$ cat config.mk
export PLATFORM = sky130hd
export DESIGN_NAME = vga_timing_generator
export DESIGN_NICKNAME = d
export VERILOG_FILES = /design/src/rtl/vga_timing_generator.sv
export SDC_FILE = /design/constraint.sdc
export NUM_CORES = 1
export LEC_CHECK = 0
export BUFFER_PORTS_ARGS = -buffer_cell sky130_fd_sc_hd__buf_2
export CAP_MARGIN = 30
export CORE_MARGIN = 1
export CORE_UTILIZATION = 55
export DETAILED_ROUTE_END_ITERATION = 16
export HOLD_SLACK_MARGIN = 0.12
export PLACE_DENSITY = 0.74
export SLEW_MARGIN = 20
export SYNTH_ARGS = -nofsm -noshare
export SYNTH_HDL_FRONTEND = slang
export SYNTH_SLANG_ARGS = --single-unit
export TNS_END_PERCENT = 5
$ cat constraint.sdc
create_clock -name clock -period 3.72 [get_ports clock]
set_input_delay 0.372 -clock clock [delete_from_list [all_inputs] [get_ports clock]]
set_output_delay 0.372 -clock clock [all_outputs]
set_load 0.005 [all_outputs]
$ cat src/rtl/vga_timing_generator.sv
// rtl/vga_timing_generator.sv - VGA raster timing: pixel prescaler, h/v counters, syncs, active window
// All outputs decode the position being entered, so they move on the same edge as the counters.
module vga_timing_generator #(
  parameter int CLK_DIV  = 4,
  parameter int H_ACTIVE = 640,
  parameter int H_FP     = 16,
  parameter int H_SYNC   = 96,
  parameter int H_BP     = 48,
  parameter int V_ACTIVE = 480,
  parameter int V_FP     = 10,
  parameter int V_SYNC   = 2,
  parameter int V_BP     = 33,
  parameter int SYNC_POL = 0,
  parameter int CNT_W    = 10
) (
  input  logic             clock,
  input  logic             res,
  input  logic             enable,
  output logic             pixelTick,
  output logic             horizontalSync,
  output logic             verticalSync,
  output logic             displayActive,
  output logic [CNT_W-1:0] pixelX,
  output logic [CNT_W-1:0] pixelY,
  output logic             lineStart,
  output logic             frameStart
);

  localparam int H_TOTAL = H_ACTIVE + H_FP + H_SYNC + H_BP;
  localparam int V_TOTAL = V_ACTIVE + V_FP + V_SYNC + V_BP;
  localparam int DIV_W   = (CLK_DIV > 1) ? $clog2(CLK_DIV) : 1;

  localparam logic [DIV_W-1:0] DIV_LAST = DIV_W'(CLK_DIV - 1);
  localparam logic [CNT_W-1:0] H_LAST   = CNT_W'(H_TOTAL - 1);
  localparam logic [CNT_W-1:0] V_LAST   = CNT_W'(V_TOTAL - 1);
  localparam logic [CNT_W-1:0] H_ACT_C  = CNT_W'(H_ACTIVE);
  localparam logic [CNT_W-1:0] V_ACT_C  = CNT_W'(V_ACTIVE);
  localparam logic [CNT_W-1:0] HS_START = CNT_W'(H_ACTIVE + H_FP);
  localparam logic [CNT_W-1:0] HS_END   = CNT_W'(H_ACTIVE + H_FP + H_SYNC);
  localparam logic [CNT_W-1:0] VS_START = CNT_W'(V_ACTIVE + V_FP);
  localparam logic [CNT_W-1:0] VS_END   = CNT_W'(V_ACTIVE + V_FP + V_SYNC);
  localparam logic             SYNC_ON  = (SYNC_POL != 0);
  localparam logic             SYNC_OFF = (SYNC_POL == 0);

  logic [DIV_W-1:0] div_q, div_d;
  logic [CNT_W-1:0] h_q, h_d, v_q, v_d;
  logic [CNT_W-1:0] x_q, x_d, y_q, y_d;
  logic             tick_q, tick_d, line_q, line_d, frame_q, frame_d;
  logic             hs_q, hs_d, vs_q, vs_d, de_q, de_d;
  logic             adv, h_wrap;
  logic [CNT_W-1:0] h_next, v_next;

  always_comb begin
    adv    = enable && (div_q == DIV_LAST);
    div_d  = div_q;
    if (enable) begin
      div_d = (div_q == DIV_LAST) ? '0 : div_q + DIV_W'(1);
    end

    h_wrap = (h_q == H_LAST);
    h_next = h_wrap ? '0 : h_q + CNT_W'(1);
    v_next = v_q;
    if (h_wrap) begin
      v_next = (v_q == V_LAST) ? '0 : v_q + CNT_W'(1);
    end

    h_d     = h_q;
    v_d     = v_q;
    x_d     = x_q;
    y_d     = y_q;
    de_d    = de_q;
    hs_d    = hs_q;
    vs_d    = vs_q;
    tick_d  = 1'b0;
    line_d  = 1'b0;
    frame_d = 1'b0;

    // Level outputs only move on adv; strobes fall back to 0 on every other clock.
    if (adv) begin
      h_d     = h_next;
      v_d     = v_next;
      x_d     = h_next;
      y_d     = v_next;
      de_d    = (h_next < H_ACT_C) && (v_next < V_ACT_C);
      hs_d    = ((h_next >= HS_START) && (h_next < HS_END)) ? SYNC_ON : SYNC_OFF;
      vs_d    = ((v_next >= VS_START) && (v_next < VS_END)) ? SYNC_ON : SYNC_OFF;
      tick_d  = 1'b1;
      line_d  = (h_next == '0);
      frame_d = (h_next == '0) && (v_next == '0);
    end
  end

  // Counters park on their last position so the first adv after reset enters (0,0).
  always_ff @(posedge clock or posedge res) begin
    if (res) begin
      div_q   <= '0;
      h_q     <= H_LAST;
      v_q     <= V_LAST;
      x_q     <= '0;
      y_q     <= '0;
      de_q    <= 1'b0;
      hs_q    <= SYNC_OFF;
      vs_q    <= SYNC_OFF;
      tick_q  <= 1'b0;
      line_q  <= 1'b0;
      frame_q <= 1'b0;
    end else begin
      div_q   <= div_d;
      h_q     <= h_d;
      v_q     <= v_d;
      x_q     <= x_d;
      y_q     <= y_d;
      de_q    <= de_d;
      hs_q    <= hs_d;
      vs_q    <= vs_d;
      tick_q  <= tick_d;
      line_q  <= line_d;
      frame_q <= frame_d;
    end
  end

  assign pixelTick      = tick_q;
  assign horizontalSync = hs_q;
  assign verticalSync   = vs_q;
  assign displayActive  = de_q;
  assign pixelX         = x_q;
  assign pixelY         = y_q;
  assign lineStart      = line_q;
  assign frameStart     = frame_q;

endmodule

==> results_tabular.tex <==
\begin{tabular}{lr}
\hline
Metric & Value \\
\hline
\multicolumn{2}{l}{\textbf{Status}} \\
Status & completed \\
\multicolumn{2}{l}{\textbf{STA}} \\
Worst slew slack as a fraction of its limit & 0.570 \\
Final Slew Violations & 0 \\
Final setup violation count & 0 \\
Minimum hold slack & 0.181 ns \\
Final critical-path required period & 2.81 ns \\
Setup repair after global routing missed its margin & false \\
Maximum clock skew at final layout & 0.00525 ns \\
Final cycle utilization of the critical path & 0.755 \\
Transition time at the pin with the least slew margin & 0.636 ns \\
Total count of hold-check failures in the final report & 0 \\
Setup TNS & 0 ns \\
Highest Clock Rate & 0.356 GHz \\
\multicolumn{2}{l}{\textbf{Drt}} \\
Average routed wire per standard cell & 15.0 µm \\
Post-detailed-route DRC marker count & 0 \\
Drt pass-1 iters & 5 \\
Routed WL & 4810 µm \\
Number of violations reported at the end of detailed-routing iteration 0 & 132 \\
Via count of the routed design & 1,923 \\
Via/cell ratio & 6.01 \\
ANT nets after route & 0 \\
\multicolumn{2}{l}{\textbf{Setup path}} \\
Critical path launch point type & flop \\
Critical setup path kind & flop to flop \\
Slack of the worst reg-to-reg path & 0.91 ns \\
Data arrival time of the critical path & 2.99 ns \\
CP Max Fanout & 12 \\
Worst EP required & 3.90 ns \\
Cells on worst reg2reg path & 6 \\
CP endpoint kind & flop \\
Reg2reg start & h\_q[0] \\
R2R Path End & displayActive \\
\multicolumn{2}{l}{\textbf{Hold path}} \\
Hold Path Class & input pin to asynchronous set/reset pin \\
\multicolumn{2}{l}{\textbf{Flow run}} \\
Max cap viols & 0 \\
\multicolumn{2}{l}{\textbf{Layout}} \\
Fraction of layout instances using a drive strength above 1 & 0.215 \\
Most common library cell in the layout ignoring fill and taps & sky130\_fd\_sc\_hd\_\_nand2\_1 \\
Number of inserted diodes & 0 \\
Leading cell types in the layout, fill and taps excluded & 29 x sky130\_fd\_sc\_hd\_\_nand2\_1, 28 x sky130\_fd\_sc\_hd\_\_buf\_2, 26 x sky130\_fd\_sc\_hd\_\_dfrtp\_1, 23 x sky130\_fd\_sc\_hd\_\_o21ai\_0, 22 x sky130\_fd\_sc\_hd\_\_nor2\_1 \\
Post-synthesis to final-layout area growth & 7.14\% \\
Post-layout utilization of the core & 0.615 \\
NumNets Final & 277 \\
\multicolumn{2}{l}{\textbf{Clocking}} \\
Level count of the clock H-tree & 2 \\
Setup repair bufs after CTS & 0 \\
Clock root buffer master & sky130\_fd\_sc\_hd\_\_clkbuf\_8 \\
Sinks on Clock Net & 38 \\
Buffer depth of the longest clock path & 2 \\
CTS tree & built \\
TritonCTS Buffers & 5 \\
Hold Buf Count CTS & 0 \\
Clock slew at the register clock pins of the worst setup and hold paths & 0.07 ns \\
Clock latency of the later-clocked register in the worst-skew pair & 0.29 ns \\
Count of instances resized after the clock tree is built & 0 \\
\multicolumn{2}{l}{\textbf{Yosys}} \\
Sequential-to-total area share from yosys stat & 0.418 \\
Per-instance average area after synthesis & 8.96 µm² \\
Synthesized flop and latch total & 38 \\
Share of flip-flops with an asynchronous set or reset after synthesis & 1.00 \\
Post-Synthesis Cells & 258 \\
Synthesized area & 2310 µm² \\
Synth top area share & 0.281 \\
Largest area contributor in the synthesized netlist & sky130\_fd\_sc\_hd\_\_dfrtp\_1 \\
Primary flip-flop cell chosen by synthesis mapping & sky130\_fd\_sc\_hd\_\_dfrtp\_1 \\
Post-Syn Nets & 266 \\
Total of warnings raised by yosys & 0 \\
Most area-consuming cells after synthesis & sky130\_fd\_sc\_hd\_\_dfrtp\_1 28\%, sky130\_fd\_sc\_hd\_\_dfstp\_2 14\%, sky130\_fd\_sc\_hd\_\_o21ai\_0 5.0\% \\
Distinct cell type count of the synthesized netlist & 49 \\
Number of synthesized flops with an enable pin & 0 \\
\multicolumn{2}{l}{\textbf{Floorplan}} \\
I/O pin cnt & 29 \\
Floorplan die area & 4470 µm² \\
Area of the core region & 4030 µm² \\
Initial core utilization & 0.574 \\
Width of the die & 66.8 µm \\
Row Count & 23 \\
Height of the die & 66.8 µm \\
\multicolumn{2}{l}{\textbf{Global route}} \\
Pin count of the biggest net entering global routing & 39 \\
Total congestion overflow & 0 \\
Global routing usage summed across all routing layers & 0.230 \\
Antenna violations before repair & 0 \\
Global-route wire length before repair & 7680 µm \\
Via count of the first global-routing pass & 1,571 \\
\multicolumn{2}{l}{\textbf{Power}} \\
Peak supply drop & 376 µV \\
Leakage power figure & 1.08 nW \\
Power per cell area & 469 nW/µm² \\
\multicolumn{2}{l}{\textbf{Place}} \\
Count of buffers inserted at the top-level ports & 28 \\
Routability Congestion & 0.890 \\
Total half-perimeter wirelength after legalization and detailed placement & 3240 µm \\
\hline
\end{tabular}
-- layer usage --
metal  vias to the layer above  GRT usage  wire length [µm]
met1                       894      0.355              2400
met5                         -          0                 0
met4                         0     0.0851                70
met2                        86      0.313              2000
met3                         9     0.0428               343
li1                        934          -                 -
-- cells in the mapped netlist, types with 2 or more instances --
library cell and number:
sky130_fd_sc_hd__and2_1 2, sky130_fd_sc_hd__o21a_1 3, sky130_fd_sc_hd__dfrtp_1 26, sky130_fd_sc_hd__mux2i_1 2, sky130_fd_sc_hd__o32a_1 2, sky130_fd_sc_hd__ha_1 5
sky130_fd_sc_hd__o22ai_1 3, sky130_fd_sc_hd__a21boi_0 2, sky130_fd_sc_hd__xor2_1 2, sky130_fd_sc_hd__nor3_1 3, sky130_fd_sc_hd__o21ai_0 23, sky130_fd_sc_hd__o31ai_1 2
sky130_fd_sc_hd__buf_4 11, sky130_fd_sc_hd__buf_6 2, sky130_fd_sc_hd__a21o_1 2, sky130_fd_sc_hd__clkbuf_1 7, sky130_fd_sc_hd__nor4_1 2, sky130_fd_sc_hd__buf_2 6
sky130_fd_sc_hd__and3_1 5, sky130_fd_sc_hd__xnor2_1 9, sky130_fd_sc_hd__nand3b_1 2, sky130_fd_sc_hd__dfstp_2 12, sky130_fd_sc_hd__or3_1 2, sky130_fd_sc_hd__nor2_1 22
sky130_fd_sc_hd__nand3_1 18, sky130_fd_sc_hd__a31oi_1 2, sky130_fd_sc_hd__inv_1 8, sky130_fd_sc_hd__and4_1 2, sky130_fd_sc_hd__nand4_1 7, sky130_fd_sc_hd__nand2_1 29
sky130_fd_sc_hd__a21oi_1 8, sky130_fd_sc_hd__nand2b_1 5, sky130_fd_sc_hd__or4b_4 2, sky130_fd_sc_hd__o211ai_1 5
-- area by class of cell --
cell class              count  area [µm²]
multi-input cells         186        1150
clock inverters             3        40.0
fillers                   357        1550
well taps                  50        62.6
inverters                   8        30.0
repair buffers             30         155
clock buffers               5        68.8
flip-flops and latches     38         966
-- sequential cells by signal, summed over array words and instances (netlist names), 2 cells and up --
name    flops
div_q       2
h_q        10
pixelY      3
pixelX      7
v_q        10
-- cells by family (layout without fill, tap and decap cells) --
family	after synthesis	after routing	synth area share
AND/OR/NAND/NOR	108	108	0.252
AO/OA/AOI/OAI	59	59	0.165
flip-flops	38	38	0.418
buffers and inverters	34	46	0.0828
XOR/XNOR	11	11	0.0417
adder cells (fa/ha/maj)	5	5	0.0271
multiplexers	3	3	0.0135
-- critical path: stages, from the launching register on --
cell                      delay, ns
sky130_fd_sc_hd__dfstp_2       0.60
sky130_fd_sc_hd__ha_1          0.28
sky130_fd_sc_hd__and4_1        0.41
sky130_fd_sc_hd__nand3_1       0.43
sky130_fd_sc_hd__or3_1         0.51
sky130_fd_sc_hd__and3_1        0.22
sky130_fd_sc_hd__a32o_1        0.25
-- how the worst max path moves through the flow --
| stage | start | to | slack, ns | depth (start not counted) |
|---|---|---|---|---|
| detailed placement | h_q[0] | displayActive | 0.97 | 6 |
| finish | h_q[0] | displayActive | 0.91 | 6 |
| global route | h_q[5] | displayActive | 0.72 | 5 |
| global placement | h_q[0] | displayActive | 1.03 | 6 |
| CTS | h_q[0] | displayActive | 0.94 | 6 |
| floorplan | h_q[0] | verticalSync | 1.49 | 9 |
-- stage by stage --
| stage | total power [mW] | cell area, µm² | worst slack, ns | cells |
|---|---|---|---|---|
| floorplan | 0.746 | 2310 | 1.49 | 258 |
| global placement | 0.825 | 2370 | 1.03 | 312 |
| detailed placement | 0.827 | 2370 | 0.967 | 312 |
| CTS | 1.18 | 2480 | 0.942 | 320 |
| global route | 1.23 | 2480 | 0.724 | 320 |
| finish | 1.16 | 2480 | 0.910 | 320 |
-- power by group --
part           internal, mW  switching (mW)  total (mW)
registers             0.510          0.0788       0.589
logic                 0.104           0.125       0.229
clock network         0.197           0.147       0.344
total                 0.812           0.351        1.16
No activity file was read; power rests on OpenSTA's default activity.
